[src/rtl/serial_deframer.sv]
// Purpose : serial bit-stream deframer; hunts for a sync word, then slices FRAME_LEN bytes MSB-first.
// Latency : a completed byte shows on data_o/valid_o one cycle after the bit_en that finished it.
// Backpr. : 1-deep output buffer; a byte that completes while the buffer is held is dropped (ovf_o).
//
// Ports:
//   c         clock, rising edge
//   rst_n     asynchronous active-low reset
//   bit_in    serial line bit, sampled only when bit_en=1
//   bit_en    bit qualifier; bit_en=0 freezes the framer (handshake still runs)
//   flush     synchronous abort back to sync hunting; overrides bit_en
//   data_o    received byte
//   valid_o   data_o holds an unconsumed byte
//   ready_i   consumer accept; transfer when valid_o & ready_i
//   locked_o  high while slicing data bytes
//   sof_o     one-cycle pulse as the framer locks
//   ovf_o     one-cycle pulse when a completed byte is dropped
module serial_deframer #(
  parameter logic [7:0]  SYNC_PAT  = 8'hA5,
  parameter int unsigned FRAME_LEN = 4
) (
  input  logic       c,
  input  logic       rst_n,
  input  logic       bit_in,
  input  logic       bit_en,
  input  logic       flush,
  output logic [7:0] data_o,
  output logic       valid_o,
  input  logic       ready_i,
  output logic       locked_o,
  output logic       sof_o,
  output logic       ovf_o
);

  typedef enum logic {
    HUNT = 1'b0,
    DATA = 1'b1
  } state_t;

  // Index of the final byte of a frame, compared against the running byte count.
  localparam logic [7:0] LAST_IDX = 8'(FRAME_LEN - 1);

  state_t     state, state_nxt;

  // Sync search: bit history plus a saturating count of bits taken since HUNT entry,
  // so a pattern can only match once 8 fresh bits have been seen.
  logic [7:0] hist, hist_nxt;
  logic [3:0] fill, fill_nxt;

  // Data slicing.
  logic [7:0] sreg, sreg_nxt;
  logic [2:0] bit_cnt, bit_cnt_nxt;
  logic [7:0] byte_cnt, byte_cnt_nxt;

  // Output buffer and pulses.
  logic [7:0] data_nxt;
  logic       valid_nxt;
  logic       sof_nxt;
  logic       ovf_nxt;

  logic [7:0] hist_shift;
  logic [3:0] fill_inc;
  logic [7:0] byte_val;
  logic       xfer;
  logic       byte_done;
  logic       last_byte;

  assign hist_shift = {hist[6:0], bit_in};
  assign fill_inc   = (fill == 4'd8) ? fill : fill + 4'd1;
  assign byte_val   = {sreg[6:0], bit_in};
  assign xfer       = valid_o & ready_i;
  assign byte_done  = (state == DATA) & bit_en & ~flush & (bit_cnt == 3'd7);
  assign last_byte  = (byte_cnt == LAST_IDX);
  assign locked_o   = (state == DATA);

  // ------------------------------------------------------------------
  // Framer state register
  // ------------------------------------------------------------------
  always_ff @(posedge c or negedge rst_n) begin
    if (!rst_n) begin
      state    <= HUNT;
      hist     <= 8'h00;
      fill     <= 4'd0;
      sreg     <= 8'h00;
      bit_cnt  <= 3'd0;
      byte_cnt <= 8'h00;
    end else begin
      state    <= state_nxt;
      hist     <= hist_nxt;
      fill     <= fill_nxt;
      sreg     <= sreg_nxt;
      bit_cnt  <= bit_cnt_nxt;
      byte_cnt <= byte_cnt_nxt;
    end
  end

  // ------------------------------------------------------------------
  // Framer next-state logic
  // ------------------------------------------------------------------
  always_comb begin
    state_nxt    = state;
    hist_nxt     = hist;
    fill_nxt     = fill;
    sreg_nxt     = sreg;
    bit_cnt_nxt  = bit_cnt;
    byte_cnt_nxt = byte_cnt;
    sof_nxt      = 1'b0;

    if (flush) begin
      state_nxt    = HUNT;
      hist_nxt     = 8'h00;
      fill_nxt     = 4'd0;
      sreg_nxt     = 8'h00;
      bit_cnt_nxt  = 3'd0;
      byte_cnt_nxt = 8'h00;
    end else if (bit_en) begin
      unique case (state)
        HUNT: begin
          hist_nxt = hist_shift;
          fill_nxt = fill_inc;
          // Match on the value being written, so lock happens on the edge
          // that takes the final sync bit.
          if ((hist_shift == SYNC_PAT) && (fill_inc == 4'd8)) begin
            state_nxt    = DATA;
            bit_cnt_nxt  = 3'd0;
            byte_cnt_nxt = 8'h00;
            sof_nxt      = 1'b1;
          end
        end
        DATA: begin
          sreg_nxt    = byte_val;
          bit_cnt_nxt = bit_cnt + 3'd1;
          if (bit_cnt == 3'd7) begin
            // Dropped bytes still count toward the frame length.
            byte_cnt_nxt = byte_cnt + 8'd1;
            if (last_byte) begin
              // Fill restarts at zero, so no pattern straddles the frame end.
              state_nxt = HUNT;
              hist_nxt  = 8'h00;
              fill_nxt  = 4'd0;
            end
          end
        end
        default: state_nxt = HUNT;
      endcase
    end
  end

  // ------------------------------------------------------------------
  // Output buffer next-state logic
  // ------------------------------------------------------------------
  always_comb begin
    data_nxt  = data_o;
    valid_nxt = valid_o;
    ovf_nxt   = 1'b0;

    if (flush) begin
      valid_nxt = 1'b0;
    end else begin
      if (xfer) begin
        valid_nxt = 1'b0;
      end
      if (byte_done) begin
        // Accept when empty or draining this cycle; otherwise keep the held
        // byte untouched so data_o stays stable under backpressure.
        if (!valid_o || xfer) begin
          data_nxt  = byte_val;
          valid_nxt = 1'b1;
        end else begin
          ovf_nxt = 1'b1;
        end
      end
    end
  end

  always_ff @(posedge c or negedge rst_n) begin
    if (!rst_n) begin
      data_o  <= 8'h00;
      valid_o <= 1'b0;
      sof_o   <= 1'b0;
      ovf_o   <= 1'b0;
    end else begin
      data_o  <= data_nxt;
      valid_o <= valid_nxt;
      sof_o   <= sof_nxt;
      ovf_o   <= ovf_nxt;
    end
  end

endmodule

[config.mk]
export PLATFORM = sky130hd
export DESIGN_NAME = serial_deframer
export DESIGN_NICKNAME = d
export VERILOG_FILES = /design/src/rtl/serial_deframer.sv
export SDC_FILE = /design/constraint.sdc
export NUM_CORES = 1
export LEC_CHECK = 0
export CAP_MARGIN = 5
export CORE_MARGIN = 10
export CORE_UTILIZATION = 40
export DETAILED_ROUTE_END_ITERATION = 10
export PLACE_DENSITY = 0.61
export SYNTH_ARGS = -nofsm -noshare
export SYNTH_HDL_FRONTEND = slang
export SYNTH_SLANG_ARGS = --single-unit
[constraint.sdc]
create_clock -name c -period 2.2 [get_ports c]
set_input_delay 0.33 -clock c [delete_from_list [all_inputs] [get_ports c]]
set_output_delay 0.33 -clock c [all_outputs]
set_load 0.01 [all_outputs]
======== Word level (Yosys, flattened, before mapping) ========
Cells that the tools add are included.
word-level totals
  flip-flop bits (word level) ............. 41
  output and inout port bits .............. 12
cells by class
  multiplexer cells ....................... 39
  equality and inequality tests ........... 8
  bitwise logic cells ..................... 6
  reduce and logical (&&, ||, !) cells .... 10
  add/subtract/negate cells ............... 3
operators by type and width
  operator                                                                 count
  7-bit 2-to-1 mux                                                         7
  8-bit 2-to-1 mux                                                         4
  4-bit 2-to-1 mux                                                         5
  8-bit case mux with 2 select lines                                       1
  1-bit 2-to-1 mux                                                         15
  7-bit case mux with 2 select lines                                       1
  3-bit 2-to-1 mux                                                         3
  3-bit AND reduction                                                      3
  8-bit by 1-bit adder with 8-bit output, second input constant            1
  4-bit == test, second input constant                                     2
  8-bit by 2-bit == test with 1-bit output, second input constant          1
  8-bit == test, second input constant                                     1
  4-bit case mux with 2 select lines                                       1
  3-bit by 2-bit inequality test with 1-bit output, second input constant  2
  3-bit case mux with 2 select lines                                       1
  4-bit by 1-bit adder with 4-bit output, second input constant            1
  1-bit AND                                                                4
  2-bit AND reduction                                                      2
  2-bit nonzero test                                                       2
  3-bit by 1-bit adder with 3-bit output, second input constant            1
  3-bit == test, second input constant                                     1
  3-bit inequality test, second input constant                             1
  1-bit inverter                                                           2
  1-bit case mux with 2 select lines                                       1
  other kinds (3)                                                          3

======== Depth between registers and ports, before layout ========
  word-level depth ........................ 8
  depth in mapped cells ................... 8
  mapped depth without buffers ............ 7

======== Worst setup path after synthesis ========
Ideal clock, no wire load.
  kind .................................... reg-to-reg
  start point ............................. register byte_cnt[4]
  end point ............................... register fill[3]
  required time ........................... 2.124 ns
  arrival time ............................ 1.720 ns
  stages on the path, launching flop included .. 6
  path slack .............................. 0.403 ns
  buffers on the path ..................... 0
  clock period less this slack ............ 1.797 ns
  setup time .............................. 0.076 ns
  path through ............................ dfrtp_1 > or4_1 > nor4_2 > o21ai_1 > or4_1 > o21ai_1
between the ends
  word-level cells in the longest chain between the ends .. 3
RTL lines
  element                                                            RTL line  source
  start: declaration                                                 52        logic [7:0] byte_cnt, byte_cnt_nxt;
  start signal: assignment                                           92        byte_cnt <= byte_cnt_nxt;
  8-bit by 2-bit == test with 1-bit output                           72        assign last_byte = (byte_cnt == LAST_IDX);
  3-bit by 2-bit inequality test with 1-bit output (no source line)  n/a
  3-bit AND reduction (no source line)                               n/a
  end signal: assignment                                             89        fill <= fill_nxt;
  end: declaration                                                   47        logic [3:0] fill, fill_nxt;
Every way passes these cells.
A chain may end at the register's enable or synchronous reset.

======== Final worst setup path ========
  start point ............................. register bit_cnt[0]
  end point ............................... register fill[3]
between the ends
  word-level cells in the longest chain between the ends .. 3
RTL lines
  element                                                            RTL line  source
  start: declaration                                                 51        logic [2:0] bit_cnt, bit_cnt_nxt;
  start signal: assignment                                           91        bit_cnt <= bit_cnt_nxt;
  3-bit == test                                                      132       if (bit_cnt == 3'd7) begin
  3-bit by 2-bit inequality test with 1-bit output (no source line)  n/a
  3-bit AND reduction (no source line)                               n/a
Every way passes these cells.

==> out/results.ini <==
[outcome]
status = completed

[logic_synthesis]
syn_area_um2 = 1980
synthArstFlopShare_pct = 100
syn_nets = 221
yosys.area.top_type_share_pct = 51.9
synthCells = 210
yosysTopAreaCell = dfrtp_1
synth_cell_types = 34
yosysSeqAreaShare_pct = 51.9
ys_ff_latch = 41
synth_area_leaders = dfrtp_1 52%, nand2_1 8.7%, a21oi_1 5.3%, mux2_2 4.6%, ha_1 3.2%
synthFlopType = dfrtp_1
synth_warnings = 0
avgSynthCellArea_um2 = 9.41
synth-edff-count = 0

[route]
vias_per_cell = 5.13
drc = 0
vias = 1579
drt_iter0_drc = 80
drtAntennaViolNets = 0
dr.pass1.iters = 4
wirelength_mm = 4.10
wire_per_inst_um = 13.3

[global_routing]
grt_pass1_vias = 1624
grt_pass1_wl_mm = 7.68
grt_start_max_net_pins = 21
grt_usage_pct = 11.2
grt.overflow.total = 0
antenna_found_initial = 0

[worst_setup_path]
path_delay_family = simple AND/OR/NAND/NOR gates
worstPathArrival_ns = 2.23
slowest_stage = or4_1
path_depth = 7
r2r_slack_ns = 0.19
start_kind = flop
worst-setup-path-type = flop to flop
end_kind = flop
cp.required_ns = 2.42
reg2reg_depth = 7
cpPeakStageDelay_ns = 0.49
cp_cell_sequence = ha_1 > ha_1 > nand2_1 > nor4_2 > o21ai_1 > or4_1 > o21ai_1
worst-path-buf-inv = 0
cp_max_fo = 6

[layout]
design_area_um2 = 2420
drive_gt1_share_pct = 14.5
finalNetCount = 251
regArea_um2 = 1030
num-fill-cells = 478
diodes = 0
multi_input_area_um2 = 895
syn_to_final_growth_pct = 22.5

[power_and_ir_drop]
p_per_area_nw_per_um2 = 652
vdd_drop_max_v = 0.000361
p_leak_uw = 0.00107

[run]
cap_violations = 0

[floorplanning]
initial_utilization_pct = 41.6
io_pins = 18
die_area_um2 = 8150
rows = 25
die_h_um = 90.3
coreArea_um2 = 4750
die_x_um = 90.3

[clock_network]
tritoncts = built
worstSkewPairLatency_ns = 0.29
clockBufferDepth = 2
cts.sinks = 41
clk_pin_slew_ns = 0.08
clock-root-buffer = clkbuf_8
cts_buffers = 5
cts_max_level = 2

[timing]
skew_ns = 0.00592
tns_ns = 0
drv_slew = 0
relSlewSlack_pct = 68.5
fin_crit_ns = 2.01
finalCritPeriodShare_pct = 91.2
worst_slew_pin_slew_ns = 0.472
hold_viol_final = 0
rsz0062_at_grt = false
setup_viol = 0
max_freq_mhz = 498

[min_path]
hp-class = flop to flop
hold_depth = 2

[placed_design]
finalWeightedCongestion = 0.816
port_buffers = 17
hpwl_mm = 2.98
placed_area_um2 = 2290

[cells in the final DEF, fill, tap and decap left out, drive strengths merged, types with 3 or more instances in the layout]
master	synthesis	layout
nand2	46	46
clkdlybuf4s50	0	16
ha	5	5
inv	6	6
nand3	6	6
o21ai	15	15
and2	5	5
a31oi	3	3
buf	2	15
a21oi	21	21
dfrtp	41	41
nor2	11	11
or4	3	3
nor3b	4	4
nor2b	3	3
nand2b	3	3
clkbuf	7	5
mux2	8	8
[cell type report]
| cell class | instances | area share (%) |
|---|---|---|
| Clock buffer | 5 | 2.84 |
| Clock inverter | 3 | 1.91 |
| Inverter | 6 | 0.930 |
| Multi-Input combinational cell | 154 | 36.9 |
| Sequential cell | 41 | 42.4 |
| Tap cell | 67 | 3.46 |
| Timing Repair Buffer | 32 | 11.6 |
[state kept, by name, summed over array words and instances, names as in the netlist]
signal / count
fill: 4
hist: 7
data_o: 8
valid_o: 1
bit_cnt: 3
sof_o: 1
sreg: 7
ovf_o: 1
byte_cnt: 8
locked_o: 1
[stage by stage]
stage	std cells	total power (uW)	setup slack, ns	hold slack, ns	util, %
after global routing	308	1680	0.00288	0.524	50.9
after global placement	299	983	0.0913	0.322	48.3
after CTS	308	1610	0.161	0.507	50.9
after detailed placement	299	984	0.0781	0.321	48.3
final	308	1580	0.193	0.499	50.9
after floorplan	210	906	0.403	0.0344	-
[final timing paths]
check | end | start
max in group asynchronous | data_o[0]$_DFFE_PN0P_ | rst_n
worst min-delay path | hist[6]$_DFFE_PN0P_ | hist[6]$_DFFE_PN0P_
worst min register to register | hist[6]$_DFFE_PN0P_ | hist[6]$_DFFE_PN0P_
worst max-delay path | fill[3]$_DFFE_PN0P_ | bit_cnt[0]$_DFFE_PN0P_
min in group asynchronous | fill[2]$_DFFE_PN0P_ | rst_n
worst max register to register | fill[3]$_DFFE_PN0P_ | bit_cnt[0]$_DFFE_PN0P_
[worst reg2reg max path, stage by stage, from the launching register on]
cell	delay (ns)
dfrtp_1	0.39
ha_1	0.16
ha_1	0.26
nand2_1	0.13
nor4_2	0.24
o21ai_1	0.17
or4_1	0.49
o21ai_1	0.09
[Yosys cell counts (2+ instances only)]
| master | number |
|---|---|
| and2_1 | 5 |
| clkbuf_1 | 7 |
| o21ai_0 | 12 |
| inv_1 | 6 |
| or2_2 | 2 |
| and3_1 | 2 |
| a211oi_1 | 2 |
| o21ai_1 | 3 |
| nor2_1 | 11 |
| a311oi_1 | 2 |
| or4_1 | 3 |
| nand3_1 | 6 |
| nor2b_1 | 3 |
| buf_2 | 2 |
| ha_1 | 5 |
| nor3b_1 | 4 |
| nand2_1 | 46 |
| nand4_1 | 2 |
| a31oi_1 | 3 |
| a21oi_1 | 21 |
| nand2b_1 | 3 |
| mux2_2 | 8 |
| dfrtp_1 | 41 |
[layer usage]
metal / GRT usage [%] / wire, um / vias to the layer above
li1: - / - / 796
met1: 14.0 / 2000 / 756
met2: 17.6 / 1880 / 23
met3: 2.66 / 135 / 4
met4: 5.97 / 79 / 0
met5: 0 / 0 / -
[power by group]
group          switching [uW]  internal, uW  total (uW)
Clock                     272           340         612
Sequential               24.6           776         801
Combinational            99.7          67.8         167
Total                     397          1180        1580
[logic make-up (layout without fill, tap and decap cells)]
kind of cell	Yosys count	in the layout	synth area share, %
multiplexers	9	9	5.06
flip-flops	41	41	51.9
AO/OA/AOI/OAI	50	50	14.9
adder cells (fa/ha/maj)	5	5	3.16
buffers and inverters	15	46	2.97
AND/OR/NAND/NOR	90	90	22.0
[timing repair]
action,CTS,global route
hold buffers,1,0
setup buffers,0,0
hold endpoints to repair,18,0
endpoints found under the setup margin,0,6
resized for setup,0,1
Power figures use the tool's default switching activity.
